## src/rtl/morse_char_decoder.sv

```systemverilog
// Morse character decoder: classifies high runs as dots/dashes and emits code/len on a character space.
// Optional target comparator and match port are enabled by defining MORSE_MATCH_EN.
module morse_char_decoder #(
  parameter int DOT_LEN   = 1,
  parameter int DASH_LEN  = 3,
  parameter int SPACE_LEN = 3,
  parameter int MAX_SYMS  = 5,
  parameter logic [MAX_SYMS-1:0] TARGET_CODE = 5'b00111,
  parameter int TARGET_LEN = 3,
  localparam int LEN_W = $clog2(MAX_SYMS + 1)
) (
  input  logic                clk,
  input  logic                rst,
  input  logic                in,
  output logic                cb,
  output logic                is,
  output logic                err,
  output logic [MAX_SYMS-1:0] code,
  output logic [LEN_W-1:0]    len
`ifdef MORSE_MATCH_EN
  ,
  output logic                match
`endif
);

  // Run counters saturate one past the longest legal run so over-long runs stay detectable.
  localparam int SAT   = ((DASH_LEN > SPACE_LEN) ? DASH_LEN : SPACE_LEN) + 1;
  localparam int CNT_W = $clog2(SAT + 1);

  typedef enum logic [1:0] {
    IDLE  = 2'd0,
    MARK  = 2'd1,
    GAP   = 2'd2,
    ERROR = 2'd3
  } state_t;

  state_t               state_q, state_d;
  logic [CNT_W-1:0]     hi_cnt_q, hi_cnt_d;
  logic [CNT_W-1:0]     lo_cnt_q, lo_cnt_d;
  logic [LEN_W-1:0]     sym_cnt_q, sym_cnt_d;
  logic [MAX_SYMS-1:0]  shift_q, shift_d;
  logic                 cb_q, cb_d;
  logic                 is_q, is_d;
  logic                 err_q, err_d;
  logic [MAX_SYMS-1:0]  code_q, code_d;
  logic [LEN_W-1:0]     len_q, len_d;

  logic [CNT_W-1:0]     hi_inc, lo_inc;
  logic                 sym_valid, sym_bit;

  assign hi_inc = (hi_cnt_q == CNT_W'(SAT)) ? hi_cnt_q : hi_cnt_q + CNT_W'(1);
  assign lo_inc = (lo_cnt_q == CNT_W'(SAT)) ? lo_cnt_q : lo_cnt_q + CNT_W'(1);

  always_comb begin
    state_d   = state_q;
    hi_cnt_d  = hi_cnt_q;
    lo_cnt_d  = lo_cnt_q;
    sym_cnt_d = sym_cnt_q;
    shift_d   = shift_q;
    is_d      = 1'b0;
    err_d     = 1'b0;
    code_d    = code_q;
    len_d     = len_q;
    sym_valid = (hi_cnt_q == CNT_W'(DOT_LEN)) || (hi_cnt_q == CNT_W'(DASH_LEN));
    sym_bit   = (hi_cnt_q == CNT_W'(DASH_LEN));

    case (state_q)
      IDLE: begin
        if (in) begin
          state_d   = MARK;
          hi_cnt_d  = CNT_W'(1);
          lo_cnt_d  = '0;
          sym_cnt_d = '0;
          shift_d   = '0;
        end else begin
          lo_cnt_d = lo_inc;
        end
      end
      MARK: begin
        if (in) begin
          hi_cnt_d = hi_inc;
          if (hi_inc > CNT_W'(DASH_LEN)) begin
            state_d  = ERROR;
            err_d    = 1'b1;
            lo_cnt_d = '0;
          end
        end else begin
          // The terminating low already counts toward the following space.
          hi_cnt_d = '0;
          lo_cnt_d = CNT_W'(1);
          if (!sym_valid || (sym_cnt_q == LEN_W'(MAX_SYMS))) begin
            state_d = ERROR;
            err_d   = 1'b1;
          end else begin
            state_d   = GAP;
            shift_d   = (shift_q << 1) | MAX_SYMS'(sym_bit);
            sym_cnt_d = sym_cnt_q + LEN_W'(1);
          end
        end
      end
      GAP: begin
        if (in) begin
          state_d  = MARK;
          hi_cnt_d = CNT_W'(1);
          lo_cnt_d = '0;
        end else begin
          lo_cnt_d = lo_inc;
          if (lo_inc == CNT_W'(SPACE_LEN)) begin
            state_d = IDLE;
            is_d    = 1'b1;
            code_d  = shift_q;
            len_d   = sym_cnt_q;
          end
        end
      end
      ERROR: begin
        hi_cnt_d = '0;
        if (in) begin
          lo_cnt_d = '0;
        end else begin
          lo_cnt_d = lo_inc;
          if (lo_inc == CNT_W'(SPACE_LEN)) begin
            state_d = IDLE;
          end
        end
      end
      default: state_d = IDLE;
    endcase

    cb_d = (state_d == MARK) || (state_d == GAP);
  end

  always_ff @(posedge clk) begin
    if (rst) begin
      state_q   <= IDLE;
      hi_cnt_q  <= '0;
      lo_cnt_q  <= '0;
      sym_cnt_q <= '0;
      shift_q   <= '0;
      cb_q      <= 1'b0;
      is_q      <= 1'b0;
      err_q     <= 1'b0;
      code_q    <= '0;
      len_q     <= '0;
    end else begin
      state_q   <= state_d;
      hi_cnt_q  <= hi_cnt_d;
      lo_cnt_q  <= lo_cnt_d;
      sym_cnt_q <= sym_cnt_d;
      shift_q   <= shift_d;
      cb_q      <= cb_d;
      is_q      <= is_d;
      err_q     <= err_d;
      code_q    <= code_d;
      len_q     <= len_d;
    end
  end

  assign cb   = cb_q;
  assign is   = is_q;
  assign err  = err_q;
  assign code = code_q;
  assign len  = len_q;

`ifdef MORSE_MATCH_EN
  logic match_q, match_d;

  always_comb begin
    match_d = is_d && (len_d == LEN_W'(TARGET_LEN)) && (code_d == TARGET_CODE);
  end

  always_ff @(posedge clk) begin
    if (rst) match_q <= 1'b0;
    else     match_q <= match_d;
  end

  assign match = match_q;
`endif

endmodule

```

## config.mk

```make
export PLATFORM = sky130hd
export DESIGN_NAME = morse_char_decoder
export DESIGN_NICKNAME = d
export VERILOG_FILES = /design/src/rtl/morse_char_decoder.sv
export SDC_FILE = /design/constraint.sdc
export NUM_CORES = 1
export LEC_CHECK = 0
export ABC_AREA = 1
export CORE_ASPECT_RATIO = 1.1
export CORE_MARGIN = 2
export CORE_UTILIZATION = 50
export CTS_CLUSTER_SIZE = 24
export DETAILED_ROUTE_END_ITERATION = 12
export HOLD_SLACK_MARGIN = 0.1
export MAX_ROUTING_LAYER = met4
export PLACE_DENSITY = 0.76
export SLEW_MARGIN = 20
export SYNTH_ARGS = -nofsm -noshare
export SYNTH_HDL_FRONTEND = slang
export SYNTH_SLANG_ARGS = --single-unit
```

## constraint.sdc

```tcl
create_clock -name clk -period 1.6 [get_ports clk]
set_clock_uncertainty 0.2 [all_clocks]
set_input_delay 0.16 -clock clk [delete_from_list [all_inputs] [get_ports clk]]
set_output_delay 0.16 -clock clk [all_outputs]
set_load 0.01 [all_outputs]
```

==> key figures <==
Drt
  – Initial DRC Count: 40
  – DRT Wirelength: 3680 um
  – Via count: 1325
  – Vias per Instance: between 5 and 6
  – Drt wl/cell: approximately 15 um
  – Remaining DRCs: 0
  – ANT nets after route: 0
  – Drt first pass iters: 4

Clock tree
  – CTS tree: built
  – Sink Count: 27
  – Root Buffer: clkbuf_4
  – TritonCTS buffer count: 3
  – Worst-Skew Late Latency: 0.33 ns
  – CTS Buffer Depth: 2
  – Max H-tree Level: 1
  – Clk slew on worst S/H paths: 0.15 ns

Placed design
  – PortBufs: 13
  – HPWL Detailed: 2350 um
  – Placed cell area: about 1700 um^2
  – Routability-driven placement congestion ratio: just over 0.8

Cells and area
  – Area of the multi-input gates: slightly above 900 um^2
  – Nets: between 200 and 250
  – Share of cells above drive strength 1: between 40% and 50%
  – # fillers: around 150
  – Cell area after layout: roughly 2100 um^2
  – Sequential Area: 556 um^2
  – Antenna cells: 0
  – Synthesis-to-finish area growth: 50.6%

STA
  – PnR worst setup slack: -0.0732 ns
  – Pins over their slew limit: 0
  – Period utilization: 105%
  – Post-layout min period: about 1.7 ns
  – Worst Tran Pin Value: ~0.37 ns
  – Max_slew headroom: between 70 and 80%
  – Unrepaired setup endpoints after global routing: true
  – Final hold viol count: 0
  – Final setup vio count: 11
  – Fmax: approximately 0.60 GHz

Status
  – Outcome: finished with violations
  – Failing checks: setup timing

Floorplanning
  – Initial Util: roughly 54%
  – CORE AREA: about 2500 um^2
  – Die area: roughly 3200 um^2
  – Die span in y: between 50 and 60 um
  – IO Pins: 14
  – # rows: 19
  – Chip width: ~54 um

Global routing
  – GRT overflow: 0
  – Global-route wire length before repair: 5780 um
  – Overall routing resource usage: approximately a quarter
  – Pin count of the biggest net entering global routing: 16
  – Initial antenna violation count: 0
  – Vias in the first global route: 1365

Logic synthesis
  – EDFF count, synth: 0
  – Seq/Total Area, Yosys: roughly 39%
  – Net Count, Synth: ~190
  – Post-synth top flop: dfxtp_1
  – Async S/R FF share, synth: 0%
  – Mapped Cells: between 150 and 200
  – Avg Cell Area, Syn: between 7 and 8 um^2
  – #FFs+latches synth: 27
  – Yosys cell types: 27
  – Synth warn: 0
  – Post-synthesis cell area: 1370 um^2

Setup path
  – Crit path launch type: flip-flop
  – Critical path's largest stage delay: roughly 0.4 ns
  – Crit path max fanout: 6
  – WP data arrival: 1.72 ns
  – Endpoint class of the critical path: flip-flop
  – Req. time, crit path: 1.65 ns
  – CP cell instances: ha_4, ha_4, inv_2, nand2_2, nand2_4, nor2_4, nand2_4, nand3_4, nand2_1, o21ai_1, inv_1
  – CP max stage cell: dfxtp_2
  – Critical setup path kind: flip-flop to flip-flop

Min path
  – Worst Hold Class: flip-flop to flip-flop

Power
  – Max VDD drop: around 0.55 mV
  – Pwr per Cell Area: around 720 nW/um^2
  – Leakage Power: approximately 0.0011 uW
  – Pwr Total: ~1500 uW

Job
  – Maximum capacitance violations: 0
## worst max-delay path: cells and delay by family (launching register included)
kind	cells	cell delay, ns
AND/OR/NAND/NOR	6	0.53
buffers and inverters	2	0.11
flip-flops	1	0.40
AO/OA/AOI/OAI	1	0.08
adder cells (fa/ha/maj)	2	0.27
## final timing paths
check	from	end	slack [ns]	cells after the start
setup / recovery	hi_cnt_q[1]$_SDFFE_PP0P_	shift_q[3]$_SDFFE_PP0P_	-0.07	11
hold / removal	code[0]$_SDFFE_PP0P_	code[0]$_SDFFE_PP0P_	0.26	2
setup reg to reg	hi_cnt_q[1]$_SDFFE_PP0P_	shift_q[3]$_SDFFE_PP0P_	-0.07	11
hold reg to reg	code[0]$_SDFFE_PP0P_	code[0]$_SDFFE_PP0P_	0.26	2
## logic make-up after synthesis
| family | Yosys count | share of synthesized area [%] |
|---|---|---|
| AOI/OAI and AO/OA | 42 | 16.4 |
| xor gates and xnor gates | 1 | 0.639 |
| adders and majority gates | 9 | 8.21 |
| buffers and inverters | 40 | 12.8 |
| DFF | 27 | 39.4 |
| and+or+nand+nor | 58 | 22.5 |
## synth_stat cells, types with 2 or more instances
| master | instances | area share [%] |
|---|---|---|
| ha_1 | 9 | 8.2 |
| inv_1 | 29 | 7.9 |
| dfxtp_1 | 27 | 39 |
| nand3_1 | 12 | 4.4 |
| nand2_2 | 2 | 0.91 |
| o21ai_0 | 16 | 5.8 |
| buf_6 | 3 | 2.5 |
| nand2_1 | 25 | 6.8 |
| inv_2 | 5 | 1.4 |
| nor2_1 | 9 | 2.5 |
| clkbuf_1 | 2 | 0.55 |
| a21oi_1 | 16 | 5.8 |
| o21ai_1 | 6 | 2.2 |
| nor2_4 | 3 | 2.5 |
## flip-flops by register name, indices dropped and copies added, names as in the netlist
register,flops
is,1
len,3
code,5
err,1
hi_cnt_q,3
sym_cnt_q,3
cb,1
state_q,2
shift_q,5
lo_cnt_q,3
## layout by cell type (no fill, tap or decap), drive strengths merged
cell / instances
o211ai: 1
clkdlybuf4s50: 2
xor2: 1
nand3b: 2
o211a: 1
o21ai: 23
buf: 28
nand2: 29
clkinv: 1
dfxtp: 27
nor3: 2
ha: 9
a21oi: 17
nand3: 13
clkbuf: 3
nor2: 13
dlymetal6s2s: 11
inv: 35
nand4: 1
## metal layers
| layer | up-vias | wire length (um) | GRT usage (%) |
|---|---|---|---|
| met5 | - | 0 | - |
| met2 | 24 | 2100 | 48.1 |
| met3 | 13 | 98 | 3.30 |
| met1 | 638 | 1360 | 26.1 |
| li1 | 650 | - | - |
| met4 | 0 | 120 | 9.89 |
## power breakdown
group | internal (uW) | total [uW] | leakage (uW) | switching, uW
clock | 94.1 | 306 | 0.0000177 | 211
combinational | 179 | 430 | 0.000851 | 252
sequential | 720 | 762 | 0.000223 | 42.0
## cell type report
| cell class | count | share of cell area [%] |
|---|---|---|
| multi-input combinational | 112 | 44.0 |
| sequential | 27 | 26.9 |
| timing repair buffer | 41 | 19.3 |
| inverter | 35 | 6.60 |
| tap | 31 | 1.88 |
| clock buffer | 3 | 1.09 |
| clock inverter | 1 | 0.242 |
## through the flow
stage	utilization, %	cells	hold WS (ns)	setup TNS (ns)	setup slack, ns
floorplan	-	177	0.0383	0	0.00592
global placement	66.2	240	0.232	-1.86	-0.147
detailed placement	66.2	240	0.237	-3.04	-0.204
CTS	76.6	249	0.257	-0.418	-0.0532
global route	81.2	250	0.277	-1.69	-0.169
finish	81.2	250	0.261	-0.436	-0.0732
## timing repair
item	4_1_cts	5_1_grt
cloned	2	0
setup buffers	3	1
resized for setup	60	34
setup endpoints to repair	23	37
pin swaps	23	11
hold buffers	0	0
No activity file was read; power rests on OpenSTA's default activity.
